### config.mk
export PLATFORM = sky130hd
export DESIGN_NAME = raw_window_crop
export DESIGN_NICKNAME = d
export VERILOG_FILES = /design/src/rtl/raw_window_crop.sv
export SDC_FILE = /design/constraint.sdc
export NUM_CORES = 1
export LEC_CHECK = 0
export CORE_MARGIN = 2
export CORE_UTILIZATION = 50
export DETAILED_ROUTE_END_ITERATION = 12
export GPL_ROUTABILITY_DRIVEN = 0
export PLACE_DENSITY = 0.79
export SLEW_MARGIN = 40
export SYNTH_ARGS = -nofsm -noshare
export SYNTH_HDL_FRONTEND = slang
export SYNTH_SLANG_ARGS = --single-unit
### constraint.sdc
create_clock -name clk -period 6.8 [get_ports clk]
set_clock_uncertainty 0.15 [all_clocks]
set_input_delay 1.02 -clock clk [delete_from_list [all_inputs] [get_ports clk]]
set_output_delay 1.02 -clock clk [all_outputs]
set_load 0.005 [all_outputs]
### src/rtl/raw_window_crop.sv
// raw_window_crop: crops the unpacked CSI raw word stream to a fixed rectangular
// window and records line/frame geometry with sticky short-line/short-frame flags.
module raw_window_crop #(
  parameter int X_START  = 0,
  parameter int X_WIDTH  = 320,
  parameter int Y_START  = 0,
  parameter int Y_HEIGHT = 480,
  parameter int XW       = 12,
  parameter int YW       = 11
) (
  input  logic          clk,
  input  logic          rst,
  input  logic [15:0]   data_in,
  input  logic          data_valid,
  input  logic          in_line,
  input  logic          in_frame,
  output logic [15:0]   data_out,
  output logic          data_out_valid,
  output logic          out_line,
  output logic          out_frame,
  output logic [XW-1:0] line_words,
  output logic [YW-1:0] frame_lines,
  output logic          err_short_line,
  output logic          err_short_frame
);

  localparam logic [XW:0]   X_LO   = (XW+1)'(X_START);
  localparam logic [XW:0]   X_SPAN = (XW+1)'(X_WIDTH);
  localparam logic [XW:0]   X_HI   = (XW+1)'(X_START + X_WIDTH);
  localparam logic [YW:0]   Y_LO   = (YW+1)'(Y_START);
  localparam logic [YW:0]   Y_SPAN = (YW+1)'(Y_HEIGHT);
  localparam logic [YW:0]   Y_HI   = (YW+1)'(Y_START + Y_HEIGHT);
  localparam logic [XW-1:0] X_MAX  = {XW{1'b1}};
  localparam logic [YW-1:0] Y_MAX  = {YW{1'b1}};

  logic          r_in_line_q;
  logic          r_in_frame_q;
  logic [XW-1:0] r_x_cnt;
  logic [YW-1:0] r_y_cnt;
  logic [15:0]   r_data_out;
  logic          r_data_out_valid;
  logic          r_out_line;
  logic          r_out_frame;
  logic [XW-1:0] r_line_words;
  logic [YW-1:0] r_frame_lines;
  logic          r_err_short_line;
  logic          r_err_short_frame;

  logic          w_line_start;
  logic          w_line_end;
  logic          w_frame_start;
  logic          w_frame_end;
  logic          w_y_en;
  logic [XW-1:0] w_x_idx;
  logic [XW-1:0] w_x_inc;
  logic [YW-1:0] w_y_inc;
  logic [YW-1:0] w_frame_len;
  logic [XW:0]   w_x_off;
  logic [YW:0]   w_y_off;
  logic          w_col_ok;
  logic          w_row_ok;

  // Edge detection, window membership and saturating counter increments
  always_comb begin
    w_line_start  = in_line & ~r_in_line_q;
    w_line_end    = ~in_line & r_in_line_q;
    w_frame_start = in_frame & ~r_in_frame_q;
    w_frame_end   = ~in_frame & r_in_frame_q;
    w_y_en        = in_frame | r_in_frame_q;
    w_x_idx       = w_line_start ? {XW{1'b0}} : r_x_cnt;
    if (w_x_idx == X_MAX) begin
      w_x_inc = X_MAX;
    end else begin
      w_x_inc = w_x_idx + XW'(1);
    end
    if (r_y_cnt == Y_MAX) begin
      w_y_inc = Y_MAX;
    end else begin
      w_y_inc = r_y_cnt + YW'(1);
    end
    // Offset from window start wraps high when below it, so one compare covers both bounds.
    w_x_off  = {1'b0, w_x_idx} - X_LO;
    w_y_off  = {1'b0, r_y_cnt} - Y_LO;
    w_col_ok = (w_x_off < X_SPAN);
    w_row_ok = (w_y_off < Y_SPAN);
    if (w_line_end) begin
      w_frame_len = w_y_inc;
    end else begin
      w_frame_len = r_y_cnt;
    end
  end

  // Counters, 1-cycle output pipeline, geometry capture and sticky error flags
  always_ff @(posedge clk) begin
    if (rst) begin
      r_in_line_q       <= 1'b0;
      r_in_frame_q      <= 1'b0;
      r_x_cnt           <= {XW{1'b0}};
      r_y_cnt           <= {YW{1'b0}};
      r_data_out        <= 16'h0000;
      r_data_out_valid  <= 1'b0;
      r_out_line        <= 1'b0;
      r_out_frame       <= 1'b0;
      r_line_words      <= {XW{1'b0}};
      r_frame_lines     <= {YW{1'b0}};
      r_err_short_line  <= 1'b0;
      r_err_short_frame <= 1'b0;
    end else begin
      r_in_line_q  <= in_line;
      r_in_frame_q <= in_frame;

      if (w_line_end) begin
        r_x_cnt <= {XW{1'b0}};
      end else if (data_valid && in_line) begin
        r_x_cnt <= w_x_inc;
      end else if (w_line_start) begin
        r_x_cnt <= {XW{1'b0}};
      end

      if (w_frame_start) begin
        r_y_cnt <= {YW{1'b0}};
      end else if (w_line_end && w_y_en) begin
        r_y_cnt <= w_y_inc;
      end

      r_data_out_valid <= data_valid & in_line & w_row_ok & w_col_ok;
      if (data_valid) begin
        r_data_out <= data_in;
      end
      r_out_line  <= in_line & w_row_ok;
      r_out_frame <= in_frame;

      if (w_line_end) begin
        r_line_words <= r_x_cnt;
      end
      if (w_frame_end) begin
        r_frame_lines <= w_frame_len;
      end

      // Set has priority over the frame-start clear.
      if (w_line_end && w_row_ok && ({1'b0, r_x_cnt} < X_HI)) begin
        r_err_short_line <= 1'b1;
      end else if (w_frame_start) begin
        r_err_short_line <= 1'b0;
      end
      if (w_frame_end && ({1'b0, w_frame_len} < Y_HI)) begin
        r_err_short_frame <= 1'b1;
      end else if (w_frame_start) begin
        r_err_short_frame <= 1'b0;
      end
    end
  end

  assign data_out        = r_data_out;
  assign data_out_valid  = r_data_out_valid;
  assign out_line        = r_out_line;
  assign out_frame       = r_out_frame;
  assign line_words      = r_line_words;
  assign frame_lines     = r_frame_lines;
  assign err_short_line  = r_err_short_line;
  assign err_short_frame = r_err_short_frame;

endmodule
Word level (Yosys, flattened, before mapping) --
Index checks and enable logic that the tools add are counted.
Cells by class: equality and inequality tests 2, magnitude comparators 4, mux-type cells 8, shifts and indexed selects 0, $add $sub $neg 2, multiply operators 0, reduce and logical (&&, ||, !) cells 9, div/mod/pow operators 0, bitwise gates (word level) 13
Operators by type and width (number):
- 12-bit two-way mux | 3
- 12-bit by 9-bit less-than comparator with 1-bit output, second input constant | 2
- 11-bit by 9-bit less-than comparator with 1-bit output, second input constant | 2
- 11-bit two-way mux | 2
- 12-bit by 1-bit adder with 12-bit output, second input constant | 1
- 12-bit equality test, second input constant | 1
- 11-bit by 1-bit adder with 11-bit output, second input constant | 1
- 11-bit equality test, second input constant | 1
- 1-bit bitwise AND | 8
- 1-bit logical AND | 5
- 1-bit inverter | 4
- 2-bit nonzero test | 2
- 2-bit OR reduction | 2
- 1-bit two-way mux | 3
- 1-bit OR | 1
Word-level totals: bits in read-only memories 0, memories kept 0, register bits 68, logic and storage cells 49, RAM bits 0, input port bits 21, output and inout bits 44, latch bits 0

Depth between registers and ports, before layout --
Gate-level depths: netlist (run 1).
depth after elaboration 6, gate-level depth with buffers 11

Least setup slack after synthesis (run 1) --
No wires, ideal clock.
path type input to register, start input in_line, end register r_x_cnt[9], path slack 3.638 ns, required time 6.559 ns, data arrival time 2.921 ns, stages on the path 11, path through nand2b_1 -> clkbuf_1 -> nand2_1 -> inv_1 -> ha_1 -> and3_2 -> nand2_4 -> or3_4 -> buf_6 -> and3_1 -> a311oi_1
On the way: cells in the longest elaborated chain, start to end 5, elaborated cells between the ends (all ways) 10, those cells by class add/sub: 1; eq/ne: 1; mux: 3; bitwise: 3; reduce/logical: 2
RTL lines:
- from (decl) | line 15 | input logic in_line,
- 1-bit bitwise AND | line 65 | w_line_start = in_line & ~r_in_line_q;
- 12-bit two-way mux
- 12-bit by 1-bit adder with 12-bit output / 12-bit equality test (equally long branches) | line 74, 71
- 12-bit two-way mux | line 71 | if (w_x_idx == X_MAX) begin
- 12-bit two-way mux | line 114 | end else if (data_valid && in_line) begin
- to (signal assigned) | line 113 | r_x_cnt <= {XW{1'b0}};
- to (signal assigned) | line 115 | r_x_cnt <= w_x_inc;
- to (signal assigned) | line 117 | r_x_cnt <= {XW{1'b0}};
- to (decl) | line 38 | logic [XW-1:0] r_x_cnt;
Several ways; a longest one is shown, not always the timed one. A chain may end at the register's enable or synchronous reset.

Final worst setup path (run 1) --
Ends and elaborated chain as after synthesis.

==> impl_metrics.yaml, run 1 <==
cts:
  clock-root-buffer: "clkbuf_8"
  cts_tree: "built"
  worst_skew_pair.late_latency_ns: 0.34
  clock_path_buffers: 2
  path_clk_slew_ns: 0.06
  h-tree-depth: 3
  clkSinkCount: 68
  cts_buffers: 9
  cts_resized: 0
  holdBufCountCts: 0
  cts_setup_buffers: 0
critical_path:
  cp-start-kind: "input pin"
  r2r-end: "r_x_cnt[9]"
  critPathLaunch: "in_line"
  worst-r2r-setup-slack_ns: 4.10
  r2r_start: "r_in_line_q"
  critPathRequiredTime_ns: 6.90
  cp_slowest_cell: "clkdlybuf4s50_1"
  worstSetupPathType: "input pin to flip-flop"
  cp_max_fo: 16
  cpPeakStageDelay_ns: 0.55
  rr_worst_depth: 8
  end_kind: "flip-flop"
  crit_end: "r_x_cnt[9]"
  arrival_ns: 3.68
  cp_cell_sequence: "clkdlybuf4s50_1, nand2b_1, and2_1, ha_1, and3_2, nand2_4, or3_4, and3_1, a311oi_1"
power:
  seqPwrFrac_pct: 53.9
  total_leakage_power_uw: 0.00134
  combPwrFrac_pct: 8.4
  internal-power_uw: 590
  power_density_mw_per_mm2: 202
  p_clk_share_pct: 37.7
  p_sw_uw: 176
  peakVddDrop_uv: 153
  switching_share_pct: 23.0
placed_design:
  post-dp-hpwl_um: 5220
  io_buffers: 64
  dpl_cell_area_mm2: 0.00363
  dp_slack_ns: 2.90
global_route:
  grt_max_degree: 47
  grt_pass1_wl_um: 11900
  first_global_vias: 2547
  grt_antenna_before_repair: 0
  grtUsageTotal_pct: 23.4
  grt_overflow: 0
timing:
  min_period_ns: 3.58
  rsz0062_at_grt: "false"
  fmax_mhz: 279
  worstMarginPinSlew_ns: 0.816
  finalCritPeriodShare_pct: 52.7
  fin_hold_ws_ns: 0.302
  setup_tns_ns: 0
  fin_ws_ns: 3.22
  finalSetupViolCount: 0
  drv_slew: 0
  slew_headroom_pct: 45.6
  hold_viol_final: 0
floorplan:
  core_area_mm2: 0.00585
  dieArea_mm2: 0.00665
  ios: 65
  die_w_um: 81.5
  die_y_um: 81.5
  start_util_pct: 51.4
  rows: 28
yosys:
  netlist_area_mm2: 0.00301
  synth_top_family_by_area: "simple AND/OR/NAND/NOR gates"
  yosys.area.top_type: "dfxtp_1"
  seq_area_frac_synth_pct: 45.3
  synth_simple_gate_area_share_pct: 24.6
  synthAdderAreaFrac_pct: 0.832
  synth_seq_cells: 68
  synth_top_cell_area_share_pct: 45.3
  yosys-top-cells-area: "dfxtp_1 (45%), a21oi_1 (6.3%), nand2_1 (6.0%)"
  synthTopCellsByCount: "dfxtp_1 (68), nand2_1 (48), nor2_1 (42)"
  synthCells: 362
  synth_compound_area_share_pct: 17.1
  synthMuxAreaShare_pct: 5.70
  yosys.area_share.xor_xnor_pct: 2.04
  synth_fp_nets: 385
  syn_avg_cell_area_um2: 8.31
  synth_most_common_cell: "dfxtp_1"
  ys.flop_type: "dfxtp_1"
  synthDistinctLibCells: 54
  async_flop_share_pct: 0
  synth-edff-count: 0
  yosys_warnings: 0
final_layout:
  fillers: 495
  nets: 435
  seq_area_mm2: 0.00136
  drive_gt1_share_pct: 5.77
  multiInputGateArea_mm2: 0.00151
  syn_to_final_growth_pct: 26.4
  stdcell_area_mm2: 0.00380
  diodes: 0
flow_run:
  maxCapViolCount: 0
status:
  run_status: "finished, final reports clean"
drt:
  drt_first_iter_violations: 181
  viasPerCell: 5.68
  firstDrtPassIters: 4
  remaining_drc_errors: 0
  wirelength_um: 7350
  ant_nets: 0
  wl_per_cell_um: 15.0
  vias: 2790
hold_path:
  worst_hold_startpoint: "frame_lines[4]"
  hold_class: "flip-flop to flip-flop"
worst max-delay path, delay by kind of cell:
family / cells / cell delay (ns)
AND/OR/NAND/NOR: 6 / 1.66
buffers and inverters: 1 / 0.55
AO/OA/AOI/OAI: 1 / 0.24
adder cells (fa/ha/maj): 1 / 0.20
cells in the final DEF (no fill, tap or decap), types with 2 or more instances in the layout:
cell | netlist | layout
mux2i_1 | 16 | 16
o22ai_1 | 3 | 3
inv_1 | 6 | 6
nor2b_1 | 3 | 3
xnor2_1 | 7 | 7
or3_1 | 2 | 2
clkinv_2 | 0 | 2
and2_1 | 3 | 3
ha_1 | 2 | 2
nor2_1 | 42 | 42
nand4_1 | 5 | 5
a31oi_1 | 6 | 6
nor4_1 | 2 | 2
clkbuf_8 | 0 | 11
dfxtp_1 | 68 | 68
o211ai_1 | 3 | 3
o21ai_0 | 9 | 9
nand3_1 | 13 | 13
and3_1 | 6 | 6
a311oi_1 | 5 | 5
clkbuf_1 | 17 | 2
and4_1 | 2 | 2
a41oi_1 | 2 | 2
nand2_1 | 48 | 48
a21oi_1 | 38 | 38
nand2b_1 | 6 | 6
nor3_1 | 11 | 11
a211oi_1 | 2 | 2
a22oi_1 | 2 | 2
clkdlybuf4s50_1 | 0 | 63
routing by layer:
layer / up-vias / wire length (µm) / global-route usage, %
met5: - / 0 / 0
met2: 82 / 3710 / 39.8
li1: 1378 / - / -
met4: 0 / 114 / 7.29
met3: 16 / 421 / 8.35
met1: 1314 / 3100 / 27.5
cells by family (layout without fill, tap and decap cells):
family                   count (synthesis)  in the layout
buffers and inverters                   32             86
adder cells (fa/ha/maj)                  2              2
AO/OA/AOI/OAI                           83             83
XOR/XNOR                                 7              7
multiplexers                            17             17
flip-flops                              68             68
AND/OR/NAND/NOR                        153            153
layout make-up:
class / instances / area share, %
inverter: 6 / 0.592
tap: 75 / 2.47
clock buffer: 13 / 4.18
clock inverter: 2 / 0.263
multi-input combinational: 262 / 39.8
timing repair buffer: 65 / 16.9
sequential: 68 / 35.8
through the flow:
| stage | instances | utilization, % | total power (µW) |
|---|---|---|---|
| detailed placement | 476 | 62.1 | 486 |
| finish | 491 | 65.0 | 766 |
| global route | 491 | 65.0 | 794 |
| floorplan | 362 | - | 452 |
| CTS | 491 | 65.0 | 774 |
| global placement | 476 | 62.1 | 485 |
state kept, by name, indices dropped and copies added (netlist names):
| name | count |
|---|---|
| out_line | 1 |
| r_x_cnt | 12 |
| out_frame | 1 |
| data_out_valid | 1 |
| r_in_line_q | 1 |
| r_y_cnt | 11 |
| err_short_line | 1 |
| frame_lines | 11 |
| line_words | 12 |
| err_short_frame | 1 |
| data_out | 16 |
worst min path at each step:
stage                endpoint  slack, ns  depth (start not counted)
3_5_place_dp   frame_lines[4]       0.30                          2
5_1_grt        frame_lines[7]       0.33                          2
3_3_place_gp   frame_lines[4]       0.29                          2
4_1_cts        frame_lines[4]       0.30                          2
6_report       frame_lines[4]       0.30                          2
2_1_floorplan  frame_lines[6]       0.30                          2
power groups by stage:
stage / Sequential, µW / Combinational (µW) / Clock, µW
3_5_place_dp: 422 / 64.1 / 0
2_1_floorplan: 421 / 30.1 / 0
5_1_grt: 414 / 70.1 / 311
6_report: 413 / 64.3 / 289
4_1_cts: 413 / 64.4 / 297
3_3_place_gp: 421 / 63.8 / 0
(Power assumes the default switching activity.)
==> run 2, diff against run 1 <==
Settings changed: CORE_UTILIZATION 50 to 45, PLACE_DENSITY 0.79 to 0.75.
Clock period 6.8 ns to 3.17 ns, I/O delays scaled along.
==> impl_metrics.yaml, run 2 (same netlist as run 1, synthesis figures left out) <==
status:
  run_status: "finished, violations left"
  violations: "design-rule violations"
floorplan:
  ios: 65
  die_y_um: 85.7
  rows: 29
  dieArea_mm2: 0.00735
  start_util_pct: 46.8
  core_area_mm2: 0.00642
  die_w_um: 85.7
global_route:
  grt_overflow: 0
  grt_max_degree: 22
  grtUsageTotal_pct: 22.1
  first_global_vias: 2727
  grt_pass1_wl_um: 12900
  grt_antenna_before_repair: 0
timing:
  finalCritPeriodShare_pct: 79.1
  finalSetupViolCount: 0
  setup_tns_ns: 0
  hold_viol_final: 0
  drv_slew: 0
  rsz0062_at_grt: "false"
  fmax_mhz: 399
  min_period_ns: 2.51
  worstMarginPinSlew_ns: 0.627
  fin_hold_ws_ns: 0.306
  slew_headroom_pct: 58.2
final_layout:
  diodes: 0
  fillers: 575
  nets: 444
  largest_reg_flops: 16
  fin_cells: 503
  syn_to_final_growth_pct: 29.2
  multiInputGateArea_mm2: 0.00151
  layout_common_cells: "dfxtp_1 (68), clkdlybuf4s50_1 (64), nand2_1 (48), nor2_1 (42), a21oi_1 (38)"
  layout_commonest_cell: "dfxtp_1"
  seq_area_mm2: 0.00136
  fin_util_pct: 60.5
  stdcell_area_mm2: 0.00388
  drive_gt1_share_pct: 8.22
placed_design:
  post-dp-hpwl_um: 5590
  dpl_cell_area_mm2: 0.00371
  io_buffers: 64
  place_inst: 487
cts:
  cts_setup_buffers: 0
  holdBufCountCts: 0
  clock-root-buffer: "clkbuf_8"
  clock_path_buffers: 2
  h-tree-depth: 3
  cts_resized: 0
  clkSinkCount: 68
  cts_buffers: 9
  worst_skew_pair.late_latency_ns: 0.35
  cts_tree: "built"
  path_clk_slew_ns: 0.08
critical_path:
  end_kind: "flip-flop"
  cp-start-kind: "input pin"
  critPathRequiredTime_ns: 3.27
  worstSetupPathType: "input pin to flip-flop"
  cp_max_fo: 9
  arrival_ns: 2.61
power:
  p_clk_share_pct: 38.2
  seqPwrFrac_pct: 52.9
  power_density_mw_per_mm2: 430
  switching_share_pct: 24.9
  combPwrFrac_pct: 8.9
  p_sw_uw: 417
  peakVddDrop_uv: 361
  total_leakage_power_uw: 0.00139
  internal-power_uw: 1260
flow_run:
  maxCapViolCount: 0
hold_path:
  hold_class: "flip-flop to flip-flop"
drt:
  firstDrtPassIters: 8
  wl_per_cell_um: 15.4
  ant_nets: 0
  drt_first_iter_violations: 238
  remaining_drc_errors: 2
  wirelength_um: 7740
  vias: 2840
  viasPerCell: 5.65
==> run 2: cell types whose count changed in the layout (fill, tap and decap cells not counted) <==
cell	before	now
clkbuf_8	11	10
clkdlybuf4s50_1	63	64
buf_4	1	10
clkinv_4	0	2
clkbuf_1	2	0
clkinv_2	2	3
clkinvlp_4	0	1
buf_2	1	0
==> run 2: metal layers <==
layer	up-vias	routed length, µm	global-route usage (%)
met5	-	0	0
met4	0	150	9.24
met3	16	367	6.06
met2	76	3950	36.8
met1	1348	3270	27.1
li1	1400	-	-
==> run 2: area by class of cell <==
class | instances | area share [%]
Clock buffer | 10 | 3.54
Sequential cell | 68 | 35.0
Timing Repair Buffer | 74 | 18.4
Tap cell | 77 | 2.48
Multi-Input combinational cell | 262 | 38.9
Clock inverter | 6 | 1.03
Inverter | 6 | 0.580
==> run 2: per-stage QoR <==
stage	total power [µW]	setup slack, ns
finish	1670	0.664
floorplan	969	0.553
detailed placement	1050	0.286
global placement	1050	0.421
global route	1750	0.433
CTS	1690	0.677
==> run 2: final timing paths <==
path	startpoint	to	slack, ns	cells after the start
hold / removal	frame_lines[5]	frame_lines[5]	0.31	2
setup reg to reg	r_y_cnt[0]	err_short_frame	0.72	6
hold reg to reg	frame_lines[5]	frame_lines[5]	0.31	2
setup / recovery	in_line	r_x_cnt[11]	0.66	9
==> run 2: worst max-delay path: stages <==
cell and delay [ns]:
clkdlybuf4s50_1 0.43, nand2b_1 0.14, and2_1 0.19, ha_1 0.20, and3_2 0.23, nand2_4 0.07, or3_4 0.44, and3_1 0.19
a311oi_1 0.24
==> run 2: power by group through the flow <==
stage	Sequential, µW	Combinational (µW)	Clock, µW
2_1_floorplan	904	64.7	0
3_3_place_gp	904	146	0
3_5_place_dp	905	148	0
4_1_cts	885	149	659
5_1_grt	887	161	705
6_report	885	149	639
